$ cat config.mk
export PLATFORM = sky130hd
export DESIGN_NAME = wb_stage_mux
export DESIGN_NICKNAME = d
export VERILOG_FILES = /design/src/rtl/wb_pkg.sv /design/src/rtl/wb_load_ext.sv /design/src/rtl/wb_stage_mux.sv
export SDC_FILE = /design/constraint.sdc
export NUM_CORES = 1
export LEC_CHECK = 0
export ABC_AREA = 1
export BUFFER_PORTS_ARGS = -buffer_cell sky130_fd_sc_hd__buf_2
export CORE_MARGIN = 3
export CORE_UTILIZATION = 40
export CTS_CLUSTER_SIZE = 20
export DETAILED_ROUTE_END_ITERATION = 16
export HOLD_SLACK_MARGIN = 0.15
export PLACE_DENSITY = 0.8
export SYNTH_ARGS = -nofsm -noshare
export SYNTH_HDL_FRONTEND = slang
export SYNTH_HIERARCHICAL = 1
export SYNTH_SLANG_ARGS = --single-unit
$ cat constraint.sdc
create_clock -name Clk -period 1.2 [get_ports Clk]
set_input_delay 0 -clock Clk [delete_from_list [all_inputs] [get_ports Clk]]
set_output_delay 0 -clock Clk [all_outputs]
set_load 0.03 [all_outputs]
$ cat src/rtl/wb_pkg.sv
// Shared writeback constants: source indices into the flattened source bus
// and the load-extension mode encodings.
package wb_pkg;

    localparam int SRC_ALU  = 0;
    localparam int SRC_LOAD = 1;
    localparam int SRC_PC4  = 2;

    localparam logic [2:0] EXT_LB  = 3'b000;
    localparam logic [2:0] EXT_LH  = 3'b001;
    localparam logic [2:0] EXT_LW  = 3'b010;
    localparam logic [2:0] EXT_LBU = 3'b100;
    localparam logic [2:0] EXT_LHU = 3'b101;

endpackage

$ cat src/rtl/wb_load_ext.sv
// Load lane select and sign/zero extension; purely combinational, zero latency.
// Unlisted modes pass the word unchanged (same as LW).
module wb_load_ext
    import wb_pkg::*;
#(
    parameter int DATA_W = 32
) (
    input  logic [DATA_W-1:0] data,
    input  logic [2:0]        ext_mode,
    input  logic [1:0]        addr_lo,
    output logic [DATA_W-1:0] result
);

    logic [7:0]  byte_lane;
    logic [15:0] half_lane;

    // Halfword lane uses addr_lo[1] only; misaligned halves are not supported.
    assign byte_lane = data[{addr_lo, 3'b000} +: 8];
    assign half_lane = addr_lo[1] ? data[31:16] : data[15:0];

    always_comb begin
        result = data;
        case (ext_mode)
            EXT_LB:  result = {{(DATA_W-8){byte_lane[7]}}, byte_lane};
            EXT_LBU: result = {{(DATA_W-8){1'b0}}, byte_lane};
            EXT_LH:  result = {{(DATA_W-16){half_lane[15]}}, half_lane};
            EXT_LHU: result = {{(DATA_W-16){1'b0}}, half_lane};
            default: result = data;
        endcase
    end

endmodule

$ cat src/rtl/wb_stage_mux.sv
// Writeback source mux + result register; latency 1; holds while stalled, flush outranks stall.
// Optional load extension on source 1 enabled by defining WB_LOAD_EXT_EN.
module wb_stage_mux
    import wb_pkg::*;
#(
    parameter  int DATA_W  = 32,
    parameter  int NUM_SRC = 4,
    localparam int SEL_W   = $clog2(NUM_SRC)
) (
    input  logic                      Clk,
    input  logic                      Rst_n,
    input  logic                      in_valid,
    output logic                      in_ready,
    input  logic [NUM_SRC*DATA_W-1:0] src_data,
    input  logic [SEL_W-1:0]          sel,
    input  logic [4:0]                rd_in,
    input  logic                      we_in,
    input  logic [2:0]                ext_mode,
    input  logic [1:0]                addr_lo,
    input  logic                      stall,
    input  logic                      flush,
    output logic                      wb_valid,
    output logic [DATA_W-1:0]         wb_data,
    output logic [4:0]                wb_rd,
    output logic                      wb_we,
    output logic                      sel_err
);

    logic [DATA_W-1:0] load_val;
    logic [DATA_W-1:0] picked;
    logic              sel_ok;
    logic              accept;

`ifdef WB_LOAD_EXT_EN
    wb_load_ext #(.DATA_W(DATA_W)) u_load_ext (
        .data     (src_data[SRC_LOAD*DATA_W +: DATA_W]),
        .ext_mode (ext_mode),
        .addr_lo  (addr_lo),
        .result   (load_val)
    );
`else
    logic unused_ext;
    assign unused_ext = &{1'b0, ext_mode, addr_lo};
    assign load_val   = src_data[SRC_LOAD*DATA_W +: DATA_W];
`endif

    // Loop compare keeps out-of-range selects from indexing past the bus.
    always_comb begin
        picked = '0;
        sel_ok = 1'b0;
        for (int i = 0; i < NUM_SRC; i++) begin
            if (32'(sel) == i) begin
                picked = (i == SRC_LOAD) ? load_val : src_data[i*DATA_W +: DATA_W];
                sel_ok = 1'b1;
            end
        end
    end

    assign in_ready = !wb_valid || !stall;
    assign accept   = in_valid && in_ready;

    always_ff @(posedge Clk or negedge Rst_n) begin
        if (!Rst_n) begin
            wb_valid <= 1'b0;
            wb_data  <= '0;
            wb_rd    <= '0;
            wb_we    <= 1'b0;
            sel_err  <= 1'b0;
        end else if (flush) begin
            wb_valid <= 1'b0;
            wb_we    <= 1'b0;
        end else if (accept) begin
            wb_valid <= 1'b1;
            wb_rd    <= rd_in;
            wb_we    <= we_in && (rd_in != 5'd0) && sel_ok;
            if (sel_ok) begin
                wb_data <= picked;
            end else begin
                sel_err <= 1'b1;
            end
        end else if (!stall) begin
            wb_valid <= 1'b0;
        end
    end

endmodule

==> results of run 1 <==
[kinds of logic after synthesis]
group                  after synthesis  share of synthesized area
DFF                                 40                     0.4053
buffers and inverters               37                    0.06585
AOI/OAI and AO/OA                   36                    0.07295
and+or+nand+nor                    276                     0.4559
[metrics by stage]
| step | cells | util |
|---|---|---|
| 2_1_floorplan | 389 | - |
| 3_3_place_gp | 623 | 0.6039 |
| 3_5_place_dp | 623 | 0.6039 |
==> results.txt, run 1 <==
Netlist area before placement: 2470 um^2
Depth of the CTS H-tree: 2
Post-place instance area: 3468 um^2
Sequential fraction of the synthesis area: 0.4053
Clock sink count: 40
Placement-stage worst setup slack: 0.08231 ns
Synth Warn #: 6
Count of instances resized after the clock tree is built: 0
CTS Root Buffer Type: sky130_fd_sc_hd__clkbuf_8
Post-CTS setup buffer count: 0
Nets in the synthesized netlist: 535
Number of flops mapped to enable cells by yosys: 0
CTS Buf Count: 5
Chip Height: 84.58 um
Halt Stage: 4_1_cts
Library cell with the highest instance count after synthesis: sky130_fd_sc_hd__nand2_1
Count of port buffers added during placement: 181
Number of ports placed on the die boundary: 187
Async set-or-reset flop fraction in the synthesized netlist: 1.000
Cell types with the highest counts after synthesis: sky130_fd_sc_hd__nand2_1 (141), sky130_fd_sc_hd__nand3_1 (66), sky130_fd_sc_hd__nor2_1 (66)
Effective utilization at floorplan: 0.4301
Synthesized netlist cell count: 389
Number of placement rows: 27
Post-Syn Area per Cell: 6.349 um^2
Commonest register cell after synthesis: sky130_fd_sc_hd__dfrtp_1
Stop Error: [ERROR RSZ-0060] Max buffer count reached.
Total of flip-flops plus latches after synthesis: 40
Unique masters post-synth: 14
Max Root-Sink Buffers: 2
Leading post-synthesis cells by cell area: sky130_fd_sc_hd__dfrtp_1 (41%), sky130_fd_sc_hd__nand2_1 (21%), sky130_fd_sc_hd__nand3_1 (13%), sky130_fd_sc_hd__nor2_1 (10%), sky130_fd_sc_hd__o21ai_0 (4.9%)
Area fraction of the dominant cell type after synthesis: 0.4053
CTS Hold Bufs: 127
Cell taking the most area after synthesis: sky130_fd_sc_hd__dfrtp_1
Die X: 84.58 um
Outcome: did not finish
Final HPWL from detailed placement: 6360 um
Weighted congestion at the end of routability-driven global placement: 0.8043
==> inputs of run 2 (changes only) <==
Settings changed: CTS_CLUSTER_SIZE 20 to default, HOLD_SLACK_MARGIN 0.15 to default, PLACE_DENSITY 0.8 to default, PLACE_DENSITY_LB_ADDON from default to 0.15.
==> results.txt, run 2 <==
Outcome: finished clean
Buffering stage count on the worst path with inverters included: 1
Final-stage net count: 716
Final period demand of the worst path: 1.127 ns
TritonRoute pass-1 iters: 5
Static power due to leakage: 0.002190 uW
Commonest non-fill, non-tap cell in the layout: sky130_fd_sc_hd__buf_2
Power density over the cells: 1154 nW/um^2
Endpoint class of the critical path: register
Switch Pwr: 1600 uW
Global route overflow: 0
Data arrival time at the worst-slack endpoint: 1.36 ns
Number of flip-flops in the largest register: 32
Via count of the first global-routing pass: 2,935
Final antenna-violating net count: 0
Number of flops mapped to enable cells by yosys: 0 (unchanged)
Weighted congestion at the end of routability-driven global placement: 0.7865 (-2.2%)
Effective utilization at floorplan: 0.4301 (unchanged)
Final HPWL from detailed placement: 6315 um (-0.72%)
Sum of negative setup slack: 0 ns
Synthesized netlist cell count: 389 (unchanged)
Post-CTS setup buffer count: 0 (unchanged)
Most numerous cell on the critical path: sky130_fd_sc_hd__nand2_1
Area fraction of the dominant cell type after synthesis: 0.4053 (unchanged)
Count of port buffers added during placement: 181 (unchanged)
Post-Syn Area per Cell: 6.349 um^2 (unchanged)
Worst min-delay path category: primary input to register
Synth Warn #: 6 (unchanged)
Depth of the CTS H-tree: 2 (unchanged)
Wire length of the first global-routing pass: 13,500 um
Chip Height: 84.58 um (unchanged)
CTS Buf Count: 5 (unchanged)
Remaining routing DRC violations: 0
Worst Max-Slew Pin Slew: 0.4616 ns
Leading post-synthesis cells by cell area: sky130_fd_sc_hd__dfrtp_1 (41%), sky130_fd_sc_hd__nand2_1 (21%), sky130_fd_sc_hd__nand3_1 (13%), sky130_fd_sc_hd__nor2_1 (10%), sky130_fd_sc_hd__o21ai_0 (4.9%)
Crit path max-delay cell type: sky130_fd_sc_hd__dfrtp_2
Crit share post-route: 0.9391
Max Clk Rate: 0.8874 GHz
Clock sink count: 40 (unchanged)
Placement-stage worst setup slack: 0.07583 ns (-0.006475 ns)
Met3 routing resource usage after global routing: 0.05790
Maximum number of pins on one net before global-route repair: 41
Async set-or-reset flop fraction in the synthesized netlist: 1.000 (unchanged)
Placeable core area: 5743 um^2
Nets in the synthesized netlist: 535 (unchanged)
Area of the die: 7154 um^2
Netlist area before placement: 2470 um^2 (unchanged)
Via count: 3,150
Crit-path max FO: 34
Synthesis-to-layout area growth: 52.33%
Share of post-route cells with drive strength above 1: 0.3765
Diode insertion count for antenna repair: 0
Unrepaired setup endpoints after global routing: yes
Internal cell power: 2743 uW
Library cell with the highest instance count after synthesis: sky130_fd_sc_hd__nand2_1
Number of ports placed on the die boundary: 187 (unchanged)
Part of the total power dissipated in sequential elements: 0.384
Crit-path max cell delay: 0.43 ns
List of cells traversed by the critical path: nand2_4, nand3_4, buf_12, nor2_1, nand2_1, nand2_1
Total of flip-flops plus latches after synthesis: 40 (unchanged)
Met2 track utilization from global routing: 0.4078
Switching power as a share of total power: 0.3684
Maximum resistive drop on vdd: 0.0005286 V
Number of max-capacitance violations reported: 0
Most Used Layer, Global Route: met2
Max-slew headroom at the worst pin: 0.6923
Final setup vio count: 0
Unique masters post-synth: 14 (unchanged)
Later-pin clock latency in the skew report: 0.29 ns
Die X: 84.58 um (unchanged)
Cell taking the most area after synthesis: sky130_fd_sc_hd__dfrtp_1
Total global routing track utilization: 0.2304
Register name with the most flops: wb_data
Worst setup skew after layout: 0.002875 ns
Final core utilization: 0.6551
Number of placement rows: 27 (unchanged)
Number of antenna violations at the first check in global routing: 0
CTS Root Buffer Type: sky130_fd_sc_hd__clkbuf_8
Setup slack of the critical path after layout: 0.07306 ns
Critical Path RT: 1.43 ns
Worst Hold Margin: 0.01142 ns
Portion of total power attributed to the clock network: 0.254
Startpoint types: register
Register clock-pin slew on the reported worst setup and hold paths: 0.08 ns
Max Root-Sink Buffers: 2 (unchanged)
Cell types with the highest counts after synthesis: sky130_fd_sc_hd__nand2_1 (141), sky130_fd_sc_hd__nand3_1 (66), sky130_fd_sc_hd__nor2_1 (66)
TritonCTS clock tree: done
Routed wire length: 8757 um
Violation count after the first detailed-route iteration: 150
Drt wl/cell: 13.62 um
Top flop regs: wb_data: 32 flops, wb_rd: 5 flops
Commonest register cell after synthesis: sky130_fd_sc_hd__dfrtp_1
Commonest cells after routing, fill and taps aside: sky130_fd_sc_hd__buf_2 (181), sky130_fd_sc_hd__nand2_1 (140), sky130_fd_sc_hd__nand3_1 (65)
Logic pwr share: 0.362
Met1 Use GR: 0.2758
Type of the setup path with the least slack: register to register
Sequential fraction of the synthesis area: 0.4053 (unchanged)
Kind of cell adding the most delay to the critical path: flip-flops
Fin. max-slew vios: 0
Via density per instance: 4.899
Hold Vio Cnt, Final: 0
## run 2: cell counts after synthesis
Identical to the previous run, type by type.
## run 2: worst paths after layout
check	from	to	slack [ns]	cells past startpoint
max reg2reg	wb_valid$_DFFE_PN0P_	wb_data[25]$_DFFE_PN0P_	0.07	6
min	src_data[92]	wb_data[28]$_DFFE_PN0P_	0.01	5
max in group asynchronous	Rst_n	wb_valid$_DFFE_PN0P_	0.52	3
min in group asynchronous	Rst_n	wb_data[18]$_DFFE_PN0P_	0.20	2
min reg2reg	sel_err$_DFFE_PN0P_	sel_err$_DFFE_PN0P_	0.39	0
max	wb_valid$_DFFE_PN0P_	wb_data[25]$_DFFE_PN0P_	0.07	6
## run 2: kinds of logic (layout without fill, tap and decap cells)
family          Yosys count  after routing  share of synthesized area
flops                    40             40                     0.4053
simple gates            276            276                     0.4559
compound gates           36             36                    0.07295
buf+inv                  37            219                    0.06585
## run 2: worst min-delay path, stage by stage
cell	delay [ns]
sky130_fd_sc_hd__buf_2	0.07
sky130_fd_sc_hd__o21ai_1	0.05
sky130_fd_sc_hd__nand3_1	0.06
sky130_fd_sc_hd__nand2_1	0.04
sky130_fd_sc_hd__nand2_1	0.05
## run 2: stage by stage
| stage | cell area [um^2] | cells | power, uW |
|---|---|---|---|
| after floorplan | 2517 | 389 | 2596 |
| after global placement | 3488 | 624 | 3189 |
| after detailed placement | 3488 | 624 | 3216 |
| after CTS | 3690 | 641 | 4353 |
| after global routing | 3762 | 643 | 4606 |
| final | 3762 | 643 | 4343 |
## run 2: final cells by class
cell class                 instances  area, um^2
timing repair buffer             202        1184
clock buffer                       5       68.82
sequential                        40        1002
clock inverter                     3       42.54
multi-input combinational        312        1341
fill                             540        1981
inverter                           9       33.78
tap                               72       90.09
## run 2: power by group through the flow
| stage | Combinational [uW] | Sequential (uW) | Clock [uW] |
|---|---|---|---|
| 2_1_floorplan | 478 | 2120 | 0 |
| 3_3_place_gp | 1500 | 1680 | 0 |
| 3_5_place_dp | 1530 | 1690 | 0 |
| 4_1_cts | 1560 | 1670 | 1130 |
| 5_1_grt | 1720 | 1690 | 1190 |
| 6_report | 1570 | 1670 | 1100 |
## run 2: per-layer routing
metal	wire length (um)	share of wire
met1	3606	0.41
met2	4307	0.49
met3	666	0.076
met4	175	0.020
met5	0	0
## run 2: repair_timing
action | CTS | global route
setup endpoints to repair | 0 | 17
hold buffers | 9 | 0
hold endpoints to repair | 23 | 0
gates resized for setup | 0 | 7
Power figures use the tool's default switching activity.
